[config.mk]
export PLATFORM = sky130hd
export DESIGN_NAME = sobel_pipe_sequencer
export DESIGN_NICKNAME = d
export VERILOG_FILES = /design/src/rtl/sobel_pkg.sv /design/src/rtl/sobel_addr_gen.sv /design/src/rtl/sobel_pipe_sequencer.sv
export SDC_FILE = /design/constraint.sdc
export NUM_CORES = 1
export LEC_CHECK = 0
export ABC_AREA = 1
export CORE_MARGIN = 5
export CORE_UTILIZATION = 35
export CTS_BUF_LIST = sky130_fd_sc_hd__clkbuf_4 sky130_fd_sc_hd__clkbuf_8
export CTS_CLUSTER_SIZE = 25
export DETAILED_ROUTE_END_ITERATION = 7
export DONT_BUFFER_PORTS = 1
export MAX_ROUTING_LAYER = met4
export PLACE_DENSITY = 0.59
export SKIP_CTS_REPAIR_TIMING = 1
export SYNTH_ARGS = -nofsm -noshare
export SYNTH_HDL_FRONTEND = slang
export SYNTH_SLANG_ARGS = --single-unit
[constraint.sdc]
create_clock -name clk -period 2.05 [get_ports clk]
set_input_delay 0.41 -clock clk [delete_from_list [all_inputs] [get_ports clk]]
set_output_delay 0.41 -clock clk [all_outputs]
set_load 0.01 [all_outputs]
[src/rtl/sobel_pkg.sv]
// Shared definitions for the Sobel pipeline sequencer: FSM states, stage phases
// within a word slot, and the number of flush slots after the last pop.
package sobel_pkg;

   typedef enum logic [1:0] {
      ST_IDLE  = 2'd0,
      ST_RUN   = 2'd1,
      ST_DRAIN = 2'd2,
      ST_DONE  = 2'd3
   } seqState_t;

   localparam int PH_POP   = 0;
   localparam int PH_SHIFT = 1;
   localparam int PH_HOLD  = 2;
   localparam int PH_POST  = 3;

   localparam int DRAIN_SLOTS = 2;

   // Counter width able to hold 0..n-1, never narrower than one bit.
   function automatic int cntWidth(input int n);
      return (n <= 1) ? 1 : $clog2(n);
   endfunction

endpackage

[src/rtl/sobel_addr_gen.sv]
// Row/word walker for the Sobel sequencer: produces the SRAM word address of the
// current pop and flags the final word slot and the prefetch slot.
module sobel_addr_gen
   import sobel_pkg::*;
#(
   parameter int IMG_W        = 512,
   parameter int IMG_H        = 512,
   parameter int PIX_PER_WORD = 8,
   parameter int ROW_STEP     = 2,
   parameter int PREFETCH_ROW = 410,
   parameter int ADDR_W       = 20
) (
   input  logic              clk,
   input  logic              reset,
   input  logic              clear,
   input  logic              advance,
   output logic [ADDR_W-1:0] read_addr,
   output logic              lastSlot,
   output logic              prefetchHit
);

   localparam int WPR      = IMG_W / PIX_PER_WORD;
   localparam int LAST_ROW = IMG_H - 4;
   localparam int WORD_W   = cntWidth(WPR);
   localparam int ROW_W    = cntWidth(IMG_H + 1);
   localparam bit PF_VALID = (PREFETCH_ROW >= 0) && (PREFETCH_ROW <= LAST_ROW) &&
                             (PREFETCH_ROW % ROW_STEP == 0);

   if (IMG_H < 4 || ((IMG_H - 4) % ROW_STEP) != 0) begin : gBadRows
      $error("IMG_H-4 must be a non-negative multiple of ROW_STEP");
   end

   logic [WORD_W-1:0] word;
   logic [ROW_W-1:0]  row;
   logic [ADDR_W-1:0] rowBase;
   logic              wordWrap;

   assign wordWrap = (word == WORD_W'(WPR - 1));

   // rowBase tracks row*WPR incrementally so no multiplier is needed.
   always_ff @(posedge clk) begin
      if (reset || clear) begin
         word    <= '0;
         row     <= '0;
         rowBase <= '0;
      end else if (advance) begin
         if (wordWrap) begin
            word    <= '0;
            row     <= row + ROW_W'(ROW_STEP);
            rowBase <= rowBase + ADDR_W'(ROW_STEP * WPR);
         end else begin
            word <= word + WORD_W'(1);
         end
      end
   end

   always_comb begin
      read_addr   = rowBase + ADDR_W'(word);
      lastSlot    = wordWrap && (row == ROW_W'(LAST_ROW));
      prefetchHit = PF_VALID && (row == ROW_W'(PREFETCH_ROW)) && (word == '0);
   end

endmodule

[src/rtl/sobel_pipe_sequencer.sv]
// Frame sequencer for the Sobel datapath: walks word slots of PHASE_LEN cycles,
// firing buffer/shifter/hold/multiplier/post enables, then flushes and signals done.
module sobel_pipe_sequencer
   import sobel_pkg::*;
#(
   parameter int IMG_W        = 512,
   parameter int IMG_H        = 512,
   parameter int PIX_PER_WORD = 8,
   parameter int ROW_STEP     = 2,
   parameter int PHASE_LEN    = 8,
   parameter int PREFETCH_ROW = 410,
   parameter int ADDR_W       = 20
) (
   input  logic              clk,
   input  logic              reset,
   input  logic              start_en,
   input  logic              stall,
   output logic              pop_en,
   output logic              shift_en,
   output logic              hold_en,
   output logic              mult_en,
   output logic              post_en,
   output logic [ADDR_W-1:0] read_addr,
   output logic              get_next,
   output logic              busy,
   output logic              done
);

   localparam int WPR  = IMG_W / PIX_PER_WORD;
   localparam int PH_W = cntWidth(PHASE_LEN);
   localparam int DR_W = cntWidth(DRAIN_SLOTS);

   if (PHASE_LEN < 4) begin : gBadPhase
      $error("PHASE_LEN must be at least 4");
   end
   if (longint'(IMG_H) * longint'(WPR) > (longint'(1) << ADDR_W)) begin : gBadAddr
      $error("IMG_H*WPR does not fit in ADDR_W bits");
   end

   seqState_t       state;
   logic [PH_W-1:0] phase;
   logic [DR_W-1:0] drainSlot;
   logic            phaseWrap;
   logic            lastSlot;
   logic            prefetchHit;
   logic            inFrame;
   logic            go;
   logic            addrClear;
   logic            addrAdvance;

   assign phaseWrap = (phase == PH_W'(PHASE_LEN - 1));
   assign inFrame   = (state == ST_RUN) || (state == ST_DRAIN);
   assign go        = !stall;

   // The final slot leaves the counters parked so read_addr holds through DRAIN.
   assign addrClear   = (state == ST_IDLE) && start_en;
   assign addrAdvance = (state == ST_RUN) && go && phaseWrap && !lastSlot;

   always_ff @(posedge clk) begin
      if (reset) begin
         state     <= ST_IDLE;
         phase     <= '0;
         drainSlot <= '0;
      end else begin
         case (state)
            ST_IDLE: begin
               phase     <= '0;
               drainSlot <= '0;
               if (start_en) state <= ST_RUN;
            end
            ST_RUN: if (go) begin
               phase <= phaseWrap ? '0 : phase + PH_W'(1);
               if (phaseWrap && lastSlot) begin
                  state     <= ST_DRAIN;
                  drainSlot <= '0;
               end
            end
            ST_DRAIN: if (go) begin
               phase <= phaseWrap ? '0 : phase + PH_W'(1);
               if (phaseWrap) begin
                  if (drainSlot == DR_W'(DRAIN_SLOTS - 1)) state <= ST_DONE;
                  else drainSlot <= drainSlot + DR_W'(1);
               end
            end
            ST_DONE: if (go) state <= ST_IDLE;
            default: state <= ST_IDLE;
         endcase
      end
   end

   // Stall gates the decode directly so a frozen phase never re-fires its enable.
   always_comb begin
      pop_en   = go && (state == ST_RUN) && (phase == PH_W'(PH_POP));
      shift_en = go && inFrame && (phase == PH_W'(PH_SHIFT));
      hold_en  = go && inFrame && (phase == PH_W'(PH_HOLD));
      mult_en  = hold_en;
      post_en  = go && inFrame && (phase == PH_W'(PH_POST));
      get_next = pop_en && prefetchHit;
      busy     = inFrame;
      done     = go && (state == ST_DONE);
   end

   sobel_addr_gen #(
      .IMG_W       (IMG_W),
      .IMG_H       (IMG_H),
      .PIX_PER_WORD(PIX_PER_WORD),
      .ROW_STEP    (ROW_STEP),
      .PREFETCH_ROW(PREFETCH_ROW),
      .ADDR_W      (ADDR_W)
   ) uAddrGen (
      .clk        (clk),
      .reset      (reset),
      .clear      (addrClear),
      .advance    (addrAdvance),
      .read_addr  (read_addr),
      .lastSlot   (lastSlot),
      .prefetchHit(prefetchHit)
   );

endmodule

[Word level (Yosys, flattened, before mapping)]
Cells that the tools add are included.
Word-level totals
  bits in latches: 0
  memories: 0
  input bits: 4
  register bits: 42
  bits in writable memories: 0
  ROM bits: 0
Cells by class
  equal/unequal tests: 18
  shift operators: 0
  $mul: 0
  multiplexer cells: 18
  $lt $le $gt $ge: 0
  div/mod/pow operators: 0
  bitwise gates (word level): 0
  add/subtract/negate cells: 6
  reduce and logical (&&, ||, !) cells: 28
Operators with widths (number)
  adder 20 x 6 -> 20 bit: 1
  adder 20 x 8 -> 20 bit, second input constant: 1
  == test 10 x 9 -> 1 bit, second input constant: 2
  logical AND 1 bit: 14
  2-to-1 mux 2 bit: 7
  inequality test 2 bit, second input constant: 7
  adder 10 x 2 -> 10 bit, second input constant: 1
  one-hot mux 2 bit (4 select lines): 1
  AND reduction 7 bit: 1
  adder 6 x 1 -> 6 bit, second input constant: 1
  == test 3 x 2 -> 1 bit, second input constant: 2
  == test 6 bit, second input constant: 1
  logical NOT 6 bit: 1
  2-to-1 mux 3 bit: 2
  2-to-1 mux 6 bit: 1
  one-hot mux 3 bit (2 select lines): 1
  2-to-1 mux 1 bit: 5
  AND reduction 5 bit: 1
  == test 2 bit, second input constant: 2
  AND reduction 2 bit: 2
  adder 3 x 1 -> 3 bit, second input constant: 1
  == test 3 x 1 -> 1 bit, second input constant: 1
  == test 3 bit, second input constant: 1
  logical NOT 3 bit: 1
  other kinds (10): 12

[Longest topological paths before layout]
Gate-level depths: netlist (run 1).
  depth after elaboration: 6
  mapped depth: 12

[Hierarchy]
From an unflattened synthesis (run 1), not the netlist that was laid out.
Second synthesis, totals
  cell total of the unflattened synthesis: 316
  area total of the unflattened synthesis: 2097.0 um^2
Modules (own cells, without submodules)
  sobel_addr_gen: times used 1, cells each 230, area each 1529.0 um^2, seq. area each 560.5 um^2
  sobel_pipe_sequencer: times used 1, cells each 86, area each 568.0 um^2, seq. area each 120.1 um^2

[Worst setup path after synthesis (run 1)]
No wires, ideal clock.
  path kind: register -> output
  start: register state[0]
  end: output mult_en
  stages on the path, launching flop included: 6
  required time: 1640 ps
  path buffers: 1
  setup slack: 296 ps
  data arrival time: 1344 ps
  cells stage by stage: dfxtp_1 -> inv_1 -> ha_1 -> nand2_1 -> nor2_1 -> buf_4
On the way
  cells in the longest elaborated chain, start to end: 4
  elaborated cells between the ends (all ways): 5
  those cells by class: eq/ne (2); reduce/logical (3)
RTL lines
  from (decl): RTL line sobel_pipe_sequencer.sv:40  | seqState_t state;
  from (signal assigned): RTL line sobel_pipe_sequencer.sv:61  | state <= ST_IDLE;
  from (signal assigned): RTL line sobel_pipe_sequencer.sv:69  | if (start_en) state <= ST_RUN;
  from (signal assigned): RTL line sobel_pipe_sequencer.sv:74  | state <= ST_DRAIN;
  == test 2 x 1 -> 1 bit or == test 2 bit (tied branches): RTL line sobel_pipe_sequencer.sv:52  | assign inFrame = (state == ST_RUN) || (state == ST_DRAIN);
  logical OR 1 bit *: RTL line sobel_pipe_sequencer.sv:52
  net busy: RTL line sobel_pipe_sequencer.sv:25  | output logic busy,
  logical AND 1 bit * (2 in series): RTL line sobel_pipe_sequencer.sv:95  | hold_en = go && inFrame && (phase == PH_W'(PH_HOLD));
  to (decl): RTL line sobel_pipe_sequencer.sv:21  | output logic mult_en,
Mark *: on every way through the listed nets, which the timed path passes. The rest lies on a longest branch.

[Worst setup path in the final report (run 1)]
  start: register state[1]
  end: output get_next
On the way
  cells in the longest elaborated chain, start to end: 4
RTL lines
  == test 2 x 1 -> 1 bit: RTL line sobel_pipe_sequencer.sv:93  | pop_en = go && (state == ST_RUN) && (phase == PH_W'(PH_POP));
  logical AND 1 bit (2 in series): RTL line sobel_pipe_sequencer.sv:93
  logical AND 1 bit: RTL line sobel_pipe_sequencer.sv:98  | get_next = pop_en && prefetchHit;
  to (decl): RTL line sobel_pipe_sequencer.sv:24  | output logic get_next,
No other way between the ends.

==> results of run 1 <==
==> sequential cells by signal, summed over array words and instances, names as in the netlist <==
register / flops
drainSlot: 1
phase: 3
state: 2
uAddrGen.row: 9
uAddrGen.rowBase: 13
uAddrGen.word: 6
==> routing by layer <==
layer | wire, um | share of wire, % | track usage, %
met1 | 2200 | 46 | 15.5
met2 | 2300 | 49 | 21.7
met3 | 168 | 3.6 | 3.23
met5 | 0 | 0 | -
met4 | 59 | 1.2 | 3.92
==> metrics by stage <==
stage | area (um^2) | hold slack (ns) | utilization (%) | setup TNS, ns
3_5_place_dp | 2310 | 0.455 | 37.1 | 0
3_3_place_gp | 2310 | 0.454 | 37.1 | 0
4_1_cts | 2410 | 0.171 | 38.6 | -0.0520
5_1_grt | 2480 | 0.165 | 39.7 | -0.0544
6_report | 2480 | 0.175 | 39.7 | 0
2_1_floorplan | 2210 | 0.443 | - | 0
==> area by class of cell <==
class                      instances  area [um^2]
clock buffer                       6         82.6
timing repair buffer              14          105
fill                             672         3760
tap                               77         96.3
inverter                          44          173
clock inverter                     2         12.5
sequential                        34          692
multi-input combinational        233         1320
==> placed cells by master (no fill, tap or decap), drive strengths merged, types with 2 or more instances in the layout <==
master,instances
xor2,9
nor3,3
a21oi,33
buf,14
dfxtp,34
nand2,88
nor2,37
xnor2,4
inv,44
nand3,17
o21ai,10
ha,17
or2,2
nand4,8
o22ai,2
clkbuf,6
==> path summary, 6_finish.rpt <==
check	end	slack [ns]	depth (start not counted)
worst max-delay path	get_next	0.09	7
worst min-delay path	phase[1]	0.18	1
worst max register to register	uAddrGen.rowBase[13]	0.20	10
worst min register to register	phase[0]	0.46	1
==> power by group through the flow <==
stage          Combinational, mW  Sequential, mW  Clock (mW)
3_3_place_gp               0.397           0.739           0
5_1_grt                    0.477           0.751       0.573
4_1_cts                    0.396           0.725       0.547
6_report                   0.414           0.745       0.521
2_1_floorplan              0.296           0.732           0
3_5_place_dp               0.396           0.740           0
==> cells by family (layout without fill, tap and decap cells) <==
family                     Yosys count  after routing  share of synthesized area (%)
adders and majority gates           17             17                           9.63
and+or+nand+nor                    156            156                           31.3
other                                1              1                          0.170
buffers and inverters               52             66                           10.6
DFF                                 34             34                           30.8
xor gates and xnor gates            13             13                           5.15
AOI/OAI and AO/OA                   46             46                           12.3
==> worst reg2reg max path, cell delays in order, from the launching register on <==
cell,delay (ns)
dfxtp_2,0.36
ha_1,0.19
ha_1,0.17
inv_1,0.04
nor2_1,0.12
nand2_1,0.10
inv_2,0.12
nand3_4,0.20
buf_4,0.21
o21ai_0,0.18
a21oi_2,0.04
==> reports/qor_table.md, run 1 <==
| Stage | Parameter | Value |
|:---|:---|:---|
| synth | Yosys top cell by area | dfxtp_1 |
| worst setup path | CP Launch Type | register |
| worst setup path | Number of buffers and inverters on the critical path | 2 |
| power | Overall power consumption | 1.68 mW |
| synth | Most common flop cell mapped by yosys | dfxtp_1 |
| synth | Average cell area after synthesis | 6.93 um^2 |
| routing | Number of search-and-repair iterations in the first detailed-routing pass | 4 |
| routing | Average via count per standard cell | 4.76 |
| placed design | Weighted congestion at the end of routability-driven global placement | 0.783 |
| synth | Top cell types by occurrence after synthesis | nand2_1, inv_1, dfxtp_1, nor2_1, a21oi_1 |
| synth | Top-area cell type share of the netlist area | 30.8% |
| status | Status | finished clean |
| worst setup path | Cells along the critical path | inv_4 -> ha_4 -> nand3_1 -> nor2_2 -> nand4_1 -> nor3_2 -> buf_4 |
| cells and area | Final non-filler cell total | 410 |
| worst setup path | Maximum net fanout on the critical path | 5 |
| sta | Final number of max-transition violations | 0 |
| placed design | Worst slack, placed | 0.153 ns |
| sta | Number of failing setup endpoints in the final timing report | 0 |
| grt | Total grt overflow | 0 |
| power | Highest ir drop seen on vdd | 0.334 mV |
| sta | Post-route minimum period | 1.96 ns |
| synth | Largest cells by area after synthesis | dfxtp_1, nand2_1, ha_1 |
| routing | DR vias | 1951 |
| synth | Synthesis-stage register bit count | 34 |
| sta | F_max | 511 MHz |
| power | Fraction of power consumed by the clock network | 31.0% |
| worst setup path | Required time of the critical path | 1.64 ns |
| synth | Cell area after synthesis | 0.00221 mm^2 |
| worst setup path | Crit path launch | state[1] |
| placed design | Half-perimeter wire length after placement | 3580 um |
| worst setup path | Critical path capture point type | output pin |
| sta | Slew at the pin closest to its max-slew limit | 0.532 ns |
| placed design | Total of buffers placed on input and output ports | 0 |
| grt | Wire length of the first global-routing pass | 8180 um |
| synth | Unique masters post-synth | 32 |
| routing | ANT nets after route | 0 |
| power | Leakage dissipation | 0.950 nW |
| worst setup path | Endpoint arrival time on the critical path | 1.55 ns |
| placed design | Number of cells in the design after placement | 398 |
| sta | Worst Slack Setup Final | 0.0943 ns |
| power | Switching power total | 547 uW |
| worst setup path | Critical-path top delay cell | dfxtp_4 |
| clock tree | H-tree depth reported by CTS | 2 |
| sta | Layout Skew | 0.00613 ns |
| clock tree | Clock tree from TritonCTS | done |
| routing | Starting DRT DRC Count | 53 |
| grt | Antenna violations before repair | 0 |
| clock tree | Clock buffer count from CTS | 5 |
| cells and area | Growth of design area from synthesis to finish | 12.1% |
| flow run | Number of max-capacitance violations reported | 0 |
| power | Cell-internal power | 1.13 mW |
| cells and area | Proportion of layout cells with a drive suffix above 1 | 17.1% |
| clock tree | Clock Latency Late Sink | 0.29 ns |
| grt | Largest net degree at the start of global routing | 22 |
| sta | Setup repair after global routing missed its margin | yes |
| clock tree | Number of clock sinks | 34 |
| routing | Number of DRC violations after detailed routing | 0 |
| routing | Routed Wire Length | 4730 um |
| clock tree | Master cell of the clock root buffer | clkbuf_8 |
| synth | Share of synthesized area occupied by flip-flops and latches | 30.8% |
| die | Starting Density | 35.4% |
| die | Width of the die | 89.5 um |
| worst setup path | Cell family contributing the most delay on the critical path | simple AND/OR/NAND/NOR gates |
| synth | Proportion of synthesized flip-flops having asynchronous set or reset | 0% |
| synth | Syn nets | 340 |
| sta | Hold violation total from the final report | 0 |
| power | Logic pwr share | 24.6% |
| die | Placeable core region | 0.00624 mm^2 |
| clock tree | Number of buffers between clock root and the deepest sink | 2 |
| worst setup path | Highest cell delay on the worst timing path | 0.37 ns |
| synth | Warnings from Yosys | 0 |
| cells and area | Antenna diode count | 0 |
| worst setup path | Crit Path Category | register to output pin |
| power | Net switching share of the total power | 32.6% |
| synth | Most used standard cell by instance count after synthesis | nand2_1 |
| die | Number of standard-cell rows in the floorplan | 29 |
| synth | Synthesized netlist cell count | 319 |
| worst setup path | R2r startpoint | phase[0] |
| power | Sequential share of power | 44.3% |
| min path | Hold_sp | reset |
| grt | Global Route Usage Sum | 13.0% |
| cells and area | Post-layout nets | 353 |
| grt | Via count of the first global-routing pass | 1861 |
| die | Height of the die | 89.5 um |
| routing | Routed WL per cell | 11.5 um |
| die | IO Pins | 32 |
| clock tree | CTS clk-pin slew, worst paths | 0.07 ns |
| sta | Share of the clock period used by the worst path | 95.4% |
| min path | Kind of path behind the tightest hold check | input port to register |
| die | Die area | 0.00800 mm^2 |
| power | Power Density | 678 mW/mm^2 |
| synth | Count of flip-flops with a built-in enable after synthesis | 0 |
| sta | Slew headroom | 64.5% |
No activity file was read; power rests on OpenSTA's default activity.
==> run 2, diff against run 1 <==
HOLD_SLACK_MARGIN = 0.08   (was not set)
REMOVE_ABC_BUFFERS = 1   (was not set)
==> reports/qor_table.md, run 2 (synthesis results as in run 1) <==
| Stage | Parameter | Value | Change |
|:---|:---|:---|:---|
| min path | Hold Path End | phase[1] | unchanged |
| sta | Setup repair after global routing missed its margin | no | was yes |
| clock tree | Clock tree from TritonCTS | done | unchanged |
| sta | Slew at the pin closest to its max-slew limit | 0.507 ns | was 0.532 ns |
| cells and area | Most used cells in the layout excluding fill and tap cells | nand2_1, inv_1, nor2_1, dfxtp_1, a21oi_1 | was nand2_1, inv_1, nor2_1 |
| sta | Hold violation total from the final report | 0 | unchanged |
| worst setup path | Worst-case register-to-register setup slack | 0.25 ns | was 0.20 ns |
| cells and area | Commonest non-fill, non-tap cell in the layout | nand2_1 | unchanged |
| sta | F_max | 516 MHz | was 511 MHz |
| worst setup path | Highest cell delay on the worst timing path | 0.35 ns | was 0.37 ns |
| routing | Number of search-and-repair iterations in the first detailed-routing pass | 4 | unchanged |
| clock tree | Clock Latency Late Sink | 0.29 ns | about the same |
| placed design | Weighted congestion at the end of routability-driven global placement | 0.795 | was 0.783 |
| cells and area | Fillcell total | 664 | was 672 |
| die | Starting Density | 35.4% | unchanged |
| worst setup path | Reg2Reg Depth | 10 | unchanged |
| status | Status | finished clean | unchanged |
| power | Logic pwr share | 21.7% | was 24.6% |
| routing | ANT nets after route | 0 | unchanged |
| clock tree | Number of buffers between clock root and the deepest sink | 2 | unchanged |
| placed design | Cell area after placement | 0.00229 mm^2 | was 0.00231 mm^2 |
| sta | Layout Skew | 0.0123 ns | was 0.00613 ns |
| sta | Total Negative Setup Slacks | 0 ns | unchanged |
| sta | Slew headroom | 66.2% | was 64.5% |
| grt | Largest net degree at the start of global routing | 22 | unchanged |
| cells and area | Proportion of layout cells with a drive suffix above 1 | 15.5% | was 17.1% |
| grt | Via count of the first global-routing pass | 1796 | was 1861 |
| worst setup path | Crit Path Category | register to output pin | unchanged |
| sta | Fin Hold WS | 0.185 ns | was 0.175 ns |
| clock tree | Clock buffer count from CTS | 5 | unchanged |
| routing | Average via count per standard cell | 4.77 | was 4.76 |
| die | Die area | 0.00800 mm^2 | unchanged |
| worst setup path | Critical-path top delay cell | dfxtp_2 | was dfxtp_4 |
| die | IO Pins | 32 | unchanged |
| clock tree | Number of clock sinks | 34 | unchanged |
| power | Cell-internal power | 1.34 mW | was 1.13 mW |
| cells and area | Sequential standard cell area | 684 um^2 | was 692 um^2 |
| worst setup path | CP Launch Type | register | unchanged |
| grt | Total grt overflow | 0 | unchanged |
| placed design | Total of buffers placed on input and output ports | 0 | unchanged |
| worst setup path | R2r startpoint | phase[1] | was phase[0] |
| sta | Share of the clock period used by the worst path | 94.5% | was 95.4% |
| worst setup path | Required time of the critical path | 1.64 ns | about the same |
| power | Sequential share of power | 38.8% | was 44.3% |
| power | Overall power consumption | 1.90 mW | was 1.68 mW |
| placed design | Number of cells in the design after placement | 395 | was 398 |
| cells and area | Fin area | 0.00249 mm^2 | was 0.00248 mm^2 |
| cells and area | Area of the multi-input gates | 0.00132 mm^2 | about the same |
| min path | Hold_sp | reset | unchanged |
| grt | Wire length of the first global-routing pass | 8180 um | unchanged |
| clock tree | Master cell of the clock root buffer | clkbuf_8 | unchanged |
| placed design | Worst slack, placed | 0.128 ns | was 0.153 ns |
| clock tree | H-tree depth reported by CTS | 2 | unchanged |
| die | Width of the die | 89.5 um | unchanged |
| worst setup path | Endpoint arrival time on the critical path | 1.53 ns | was 1.55 ns |
| routing | Routed WL per cell | 12.0 um | was 11.5 um |
| cells and area | Final non-filler cell total | 406 | was 410 |
| cells and area | Antenna diode count | 0 | unchanged |
| power | Leakage dissipation | 0.947 nW | was 0.950 nW |
| worst setup path | Maximum net fanout on the critical path | 5 | unchanged |
| sta | Post-route minimum period | 1.94 ns | was 1.96 ns |
| cells and area | Growth of design area from synthesis to finish | 12.6% | was 12.1% |
| grt | Global Route Usage Sum | 13.4% | was 13.0% |
| routing | Routed Wire Length | 4880 um | was 4730 um |
| die | Placeable core region | 0.00624 mm^2 | unchanged |
| cells and area | Number of flip-flops in the largest register | 13 | unchanged |
| grt | Antenna violations before repair | 0 | unchanged |
| power | Fraction of power consumed by the clock network | 39.5% | was 31.0% |
| routing | DR vias | 1936 | was 1951 |
| cells and area | Final Util | 39.9% | was 39.7% |
| cells and area | Post-layout nets | 349 | was 353 |
| flow run | Number of max-capacitance violations reported | 0 | unchanged |
| routing | Starting DRT DRC Count | 128 | was 53 |
| clock tree | CTS clk-pin slew, worst paths | 0.07 ns | about the same |
| worst setup path | Critical path capture point type | output pin | unchanged |
| routing | Number of DRC violations after detailed routing | 0 | unchanged |
| sta | Number of failing setup endpoints in the final timing report | 0 | unchanged |
| power | Highest ir drop seen on vdd | 0.346 mV | was 0.334 mV |
| power | Switching power total | 560 uW | was 547 uW |
| cells and area | Registers with the most flip-flops | uAddrGen.rowBase (13), uAddrGen.row (9), uAddrGen.word (6) | unchanged |
| min path | Depth of the worst hold-timing path | 1 | unchanged |
| worst setup path | Reg-to-Reg End | uAddrGen.row[5] | was uAddrGen.rowBase[13] |
| sta | Worst Slack Setup Final | 0.113 ns | was 0.0943 ns |
| cells and area | Most flops, register | uAddrGen.rowBase | unchanged |
| power | Net switching share of the total power | 29.4% | was 32.6% |
| sta | Final number of max-transition violations | 0 | unchanged |
| min path | Kind of path behind the tightest hold check | input port to register | unchanged |
| power | Power Density | 765 mW/mm^2 | was 678 mW/mm^2 |
| placed design | Half-perimeter wire length after placement | 3540 um | was 3580 um |
| die | Height of the die | 89.5 um | unchanged |
| worst setup path | Cells along the critical path | inv_2 -> ha_4 -> nand3_1 -> nor2_2 -> nand4_1 -> nor3_1 -> buf_4 | was inv_4 -> ha_4 -> nand3_1 -> nor2_2 -> nand4_1 -> nor3_2 -> buf_4 |
| die | Number of standard-cell rows in the floorplan | 29 | unchanged |
## run 2: cell count changes in the layout (fill, tap and decap cells not counted), sizes merged
| cell | previous run | this run |
|---|---|---|
| buf | 14 | 9 |
| inv | 44 | 43 |
| nand3 | 17 | 18 |
| clkinvlp | 1 | 0 |
| bufinv | 0 | 2 |
| clkbuf | 6 | 5 |
| clkinv | 1 | 2 |
## run 2: metal layers
| layer | GRT usage (%) | part of all wire (%) | up-vias |
|---|---|---|---|
| met3 | 3.50 | 4.7 | 5 |
| met4 | 5.41 | 1.6 | 0 |
| li1 | - | - | 1022 |
| met2 | 20.4 | 46 | 27 |
| met5 | - | 0 | - |
| met1 | 17.0 | 48 | 882 |
## run 2: cell type report
cell class,instances,share of cell area (%)
well taps,77,3.87
clock buffers,5,2.77
flip-flops and latches,34,27.5
clock inverters,3,2.77
multi-input cells,234,53.2
inverters,44,7.14
repair buffers,9,2.72
## run 2: power by group through the flow
stage	Sequential, mW	Clock, mW	Combinational [mW]
after floorplan	0.732	0	0.290
after global placement	0.738	0	0.396
after detailed placement	0.742	0	0.397
after CTS	0.726	0.776	0.399
after global routing	0.743	0.802	0.471
final	0.738	0.751	0.414
## run 2: worst max path at each step
stage | start | to | slack, ns
3_3_place_gp | phase[0] | uAddrGen.rowBase[8] | 0.21
3_5_place_dp | phase[0] | uAddrGen.rowBase[18] | 0.13
5_1_grt | uAddrGen.word[0] | get_next | 0.01
6_report | state[1] | get_next | 0.11
4_1_cts | state[0] | get_next | -0.02
2_1_floorplan | phase[0] | uAddrGen.row[2] | 0.34
## run 2: worst max-delay path: cells and delay by family, from the launching register on
| kind | cells | cell delay [ns] |
|---|---|---|
| buf+inv | 2 | 0.24 |
| flops | 1 | 0.35 |
| fa+ha+maj | 1 | 0.14 |
| simple gates | 4 | 0.52 |
